===== src/rtl/led_shift_sched.sv =====
// led_shift_sched: divides the clock into shift ticks for a one-hot LED shifter
// and issues one-cycle shift (o_valid) / reseed (o_load) requests.
`default_nettype none

module led_shift_sched #(
  parameter int NB_LEDS    = 4,
  parameter int NB_POS     = 2,
  parameter int NB_COUNTER = 32,
  parameter int R0         = 100_000_000,
  parameter int R1         = 50_000_000,
  parameter int R2         = 25_000_000,
  parameter int R3         = 12_500_000
) (
  input  logic              clock,
  input  logic              i_reset,
  input  logic [3:0]        i_sw,
  input  logic              i_btn_step,
  output logic              o_valid,
  output logic              o_load,
  output logic              o_dir,
  output logic [NB_POS-1:0] o_pos,
  output logic [1:0]        o_state
);

  typedef enum logic [1:0] {
    IDLE = 2'b00,
    LOAD = 2'b01,
    RUN  = 2'b10,
    HOLD = 2'b11
  } state_t;

  localparam logic [NB_COUNTER-1:0] LIM0     = NB_COUNTER'(R0);
  localparam logic [NB_COUNTER-1:0] LIM1     = NB_COUNTER'(R1);
  localparam logic [NB_COUNTER-1:0] LIM2     = NB_COUNTER'(R2);
  localparam logic [NB_COUNTER-1:0] LIM3     = NB_COUNTER'(R3);
  localparam logic [NB_POS-1:0]     LAST_POS = NB_POS'(NB_LEDS - 1);

  state_t                state;
  logic [3:0]            sw_meta, sw_sync;
  logic                  btn_meta, btn_sync, btn_prev;
  logic [1:0]            spd_prev;
  logic [NB_COUNTER-1:0] cnt;

  logic                  en, dir, step;
  logic [1:0]            spd;
  logic [NB_COUNTER-1:0] limit_m1;
  logic                  at_term, spd_changed, tick;

  assign en   = sw_sync[0];
  assign spd  = sw_sync[2:1];
  assign dir  = sw_sync[3];
  assign step = btn_sync & ~btn_prev;

  always_comb begin
    limit_m1 = LIM0 - NB_COUNTER'(1);
    case (spd)
      2'b00: limit_m1 = LIM0 - NB_COUNTER'(1);
      2'b01: limit_m1 = LIM1 - NB_COUNTER'(1);
      2'b10: limit_m1 = LIM2 - NB_COUNTER'(1);
      2'b11: limit_m1 = LIM3 - NB_COUNTER'(1);
      default: limit_m1 = LIM0 - NB_COUNTER'(1);
    endcase
  end

  // A speed change that leaves cnt at or past the new terminal restarts the period silently.
  assign at_term     = (cnt >= limit_m1);
  assign spd_changed = (spd != spd_prev);
  assign tick        = ((state == RUN) && en && at_term && !spd_changed) ||
                       ((state == HOLD) && step);

  always_ff @(posedge clock) begin
    if (i_reset) begin
      state    <= IDLE;
      sw_meta  <= '0;
      sw_sync  <= '0;
      btn_meta <= 1'b0;
      btn_sync <= 1'b0;
      btn_prev <= 1'b0;
      spd_prev <= '0;
      cnt      <= '0;
      o_valid  <= 1'b0;
      o_load   <= 1'b0;
      o_dir    <= 1'b0;
      o_pos    <= '0;
    end else begin
      sw_meta  <= i_sw;
      sw_sync  <= sw_meta;
      btn_meta <= i_btn_step;
      btn_sync <= btn_meta;
      btn_prev <= btn_sync;
      spd_prev <= spd;
      o_valid  <= 1'b0;
      o_load   <= 1'b0;

      case (state)
        IDLE: begin
          state  <= LOAD;
          o_load <= 1'b1;
          o_dir  <= dir;
          o_pos  <= '0;
          cnt    <= '0;
        end
        LOAD: begin
          cnt   <= '0;
          state <= en ? RUN : HOLD;
        end
        RUN: begin
          if (!en) begin
            state <= HOLD;
            if (at_term) cnt <= '0;
          end else if (at_term) begin
            cnt <= '0;
          end else begin
            cnt <= cnt + NB_COUNTER'(1);
          end
        end
        HOLD: begin
          if (en) state <= RUN;
        end
        default: state <= IDLE;
      endcase

      // Wrapping the pattern reseeds the shifter and is the only point where dir is taken.
      if (tick) begin
        if (o_pos == LAST_POS) begin
          o_load <= 1'b1;
          o_pos  <= '0;
          o_dir  <= dir;
        end else begin
          o_valid <= 1'b1;
          o_pos   <= o_pos + NB_POS'(1);
        end
      end
    end
  end

  assign o_state = state;

endmodule

`default_nettype wire


===== config.mk =====
export PLATFORM = sky130hd
export DESIGN_NAME = led_shift_sched
export DESIGN_NICKNAME = d
export VERILOG_FILES = /design/src/rtl/led_shift_sched.sv
export SDC_FILE = /design/constraint.sdc
export NUM_CORES = 1
export LEC_CHECK = 0
export ABC_AREA = 1
export CAP_MARGIN = 30
export CORE_MARGIN = 4
export CORE_UTILIZATION = 58
export DETAILED_ROUTE_END_ITERATION = 8
export PLACE_DENSITY = 0.77
export SYNTH_ARGS = -nofsm -noshare
export SYNTH_HDL_FRONTEND = slang
export SYNTH_SLANG_ARGS = --single-unit

===== constraint.sdc =====
create_clock -name clock -period 2.6 [get_ports clock]
set_input_delay 0.39 -clock clock [delete_from_list [all_inputs] [get_ports clock]]
set_output_delay 0.39 -clock clock [all_outputs]
set_load 0.01 [all_outputs]

==> results.cfg <==
[die]
core_sq_um = 5200
io_pins = 14
die_area_sq_um = 6690
die_w_um = 81.8
rows = 26
fp.dieH_um = 81.8
start_util = 0.607

[worst_setup_path]
critPathLaunchType = register
reg2reg_depth = 15
cp.required_ns = 2.85
regToRegSetupSlack_ns = 0.29
cp-end-kind = register
critical_path_class = reg -> reg
reg2reg_to = cnt[27]
crit_fanout = 13
r2r_start = sw_sync[2]
cp_data_arrival_time_ns = 2.55

[global_routing]
grt_pass1_wl_mm = 12.3
overflow = 0
antenna_found_initial = 0
grt_max_degree = 35
grt_pass1_vias = 2699
grt_usage = 0.235

[logic_synthesis]
synth_area_leaders = dfxtp_1, nand2_1, nor2_1, ha_1, inv_1
synth_cell_types = 32
yosysTopAreaCell = dfxtp_1
yosysWarnings = 0
synth-seq-cells = 52
avgSynthCellArea_sq_um = 6.62
syn-num-nets = 503
synthCells = 477
netlist.area_leader.share = 0.330
syn_area_sq_um = 3160
ys_seq_area_frac = 0.330

[timing]
finalCriticalPeriod_ns = 2.31
fmax_mhz = 433
worst_slew_pin_slew_ns = 0.575
tns_ns = 0
slew_headroom = 0.616
finalHoldViolations = 0
skew_ns = 0.0113
finalSetupViolations = 0
rsz0062_at_grt = no
finalCritPeriodShare = 0.888
drv_slew = 0

[clock_tree]
htree_levels = 2
cts_tree = done
cts_hold_buf = 0
cts_resized = 0
post_cts_buffers = 0
cts_root_buffer = clkbuf_8
cts_sinks = 52
clockBufferDepth = 2
numCtsBuffers = 5
clock_latency_ns = 0.31
cts.reportedPaths.clkPinSlew_ns = 0.10

[routing]
firstDrtPassIters = 7
post-route-drc-count = 0
viasPerCell = 5.36
drt-initial-drc-count = 267
ant_nets = 0
num_vias = 2995
wl_per_cell_um = 13.1
wl_mm = 7.32

[run_status]
status = finished clean

[hold_path]
min_path_cells = 2
hold_end = btn_sync
holdCritStartpoint = btn_meta
hold_path_class = reg -> reg

[power]
vdd_ir_drop_max_mv = 0.464
leakage_nw = 1.45
cellPowerDensity_nw_per_um2 = 490

[place]
gp_congestion = 0.944
post-dp-hpwl_mm = 5.27
portBuffers = 13
post-place-cells = 551

[final_layout]
final_cells = 559
final_util = 0.666
antenna_cells = 0
drive_gt1_frac = 0.0654
final_common_cell = nand2_1
final_cell_mix = nand2_1, nor2_1, dfxtp_1, inv_1, a21oi_1
nets = 514
areaGrowthSynthToFinish_pct = 9.71

[flow_run]
cap_violations = 0
[worst max-delay path by stage]
stage	startpoint	depth (start not counted)	slack, ns	to
after detailed placement	sw_sync[1]	16	0.18	cnt[27]
final	sw_sync[2]	15	0.29	cnt[27]
after CTS	sw_sync[1]	16	0.12	cnt[27]
after global placement	sw_sync[1]	16	0.20	cnt[27]
after floorplan	sw_sync[1]	14	0.54	cnt[10]
after global routing	sw_sync[1]	13	0.02	cnt[11]
[metal layers]
metal,vias up,global-route usage,share of wire
met3,19,0.0439,0.075
met1,1349,0.312,0.45
met2,111,0.380,0.45
met4,0,0.0847,0.019
met5,-,0,0
li1,1516,-,-
[worst max-delay path: stages (launching register included)]
cell and delay, ns:
dfxtp_1 0.38, nor2_1 0.23, inv_1 0.10, ha_1 0.28, nand2_1 0.07, nor2_1 0.13
nand3_1 0.11, nor2_1 0.18, nand2_4 0.10, nand2_4 0.10, nand2_2 0.07, nand2_4 0.18
nand2_1 0.12, nand2_1 0.08, inv_1 0.04, nor2_1 0.08
[report_power, final]
| part | switching, mW | total [mW] | internal [mW] |
|---|---|---|---|
| Combinational | 0.110 | 0.176 | 0.0659 |
| Clock | 0.280 | 0.668 | 0.387 |
| Sequential | 0.0309 | 0.854 | 0.824 |
| Total | 0.421 | 1.70 | 1.28 |
[kinds of logic after synthesis]
kind of cell | after synthesis | synth area share
flip-flops | 52 | 0.330
AO/OA/AOI/OAI | 45 | 0.0725
AND/OR/NAND/NOR | 282 | 0.390
buffers and inverters | 63 | 0.0880
XOR/XNOR | 16 | 0.0444
adder cells (fa/ha/maj) | 19 | 0.0753
[synthesized netlist by cell type]
cell and n:
ha_1 19, nand2_4 3, nand2_2 7, xor2_1 14, nor3_1 7, nor4_1 1
a31oi_1 1, buf_4 2, dfxtp_1 52, a21o_1 1, inv_2 1, nand3b_1 4
nand3_4 1, nand3_2 1, nand3_1 18, nor2_1 108, o21ai_1 6, clkbuf_8 1
clkbuf_1 5, nor2_2 3, nand4_1 6, and2_1 2, buf_2 1, xnor2_1 2
nor2_4 3, o21ai_0 11, or3_1 1, nor3_4 1, a21oi_1 26, buf_6 3
inv_1 50, nand2_1 116
[registers in the layout (all words and copies together), names as in the netlist]
register and flops:
o_state 2, sw_meta 4, btn_sync 1, o_pos 2, spd_prev 2, sw_sync 4, btn_meta 1, o_dir 1
o_load 1, o_valid 1, cnt 32, btn_prev 1
[stage by stage]
stage | worst slack (ns) | hold WS [ns] | power (mW) | instance area (sq um)
final | 0.290 | 0.410 | 1.70 | 3460
after global routing | 0.0199 | 0.429 | 1.76 | 3460
after CTS | 0.123 | 0.415 | 1.70 | 3450
after detailed placement | 0.178 | 0.399 | 1.04 | 3310
after global placement | 0.197 | 0.391 | 1.04 | 3310
after floorplan | 0.537 | 0.388 | 1.00 | 3160
[final cells by class]
type,count,area (sq um)
clock buffers,5,68.8
clock inverters,3,68.8
fillers,469,1740
inverters,51,191
multi-input cells,362,1850
flip-flops and latches,52,1040
well taps,70,87.6
repair buffers,16,153
(Power assumes the default switching activity.)
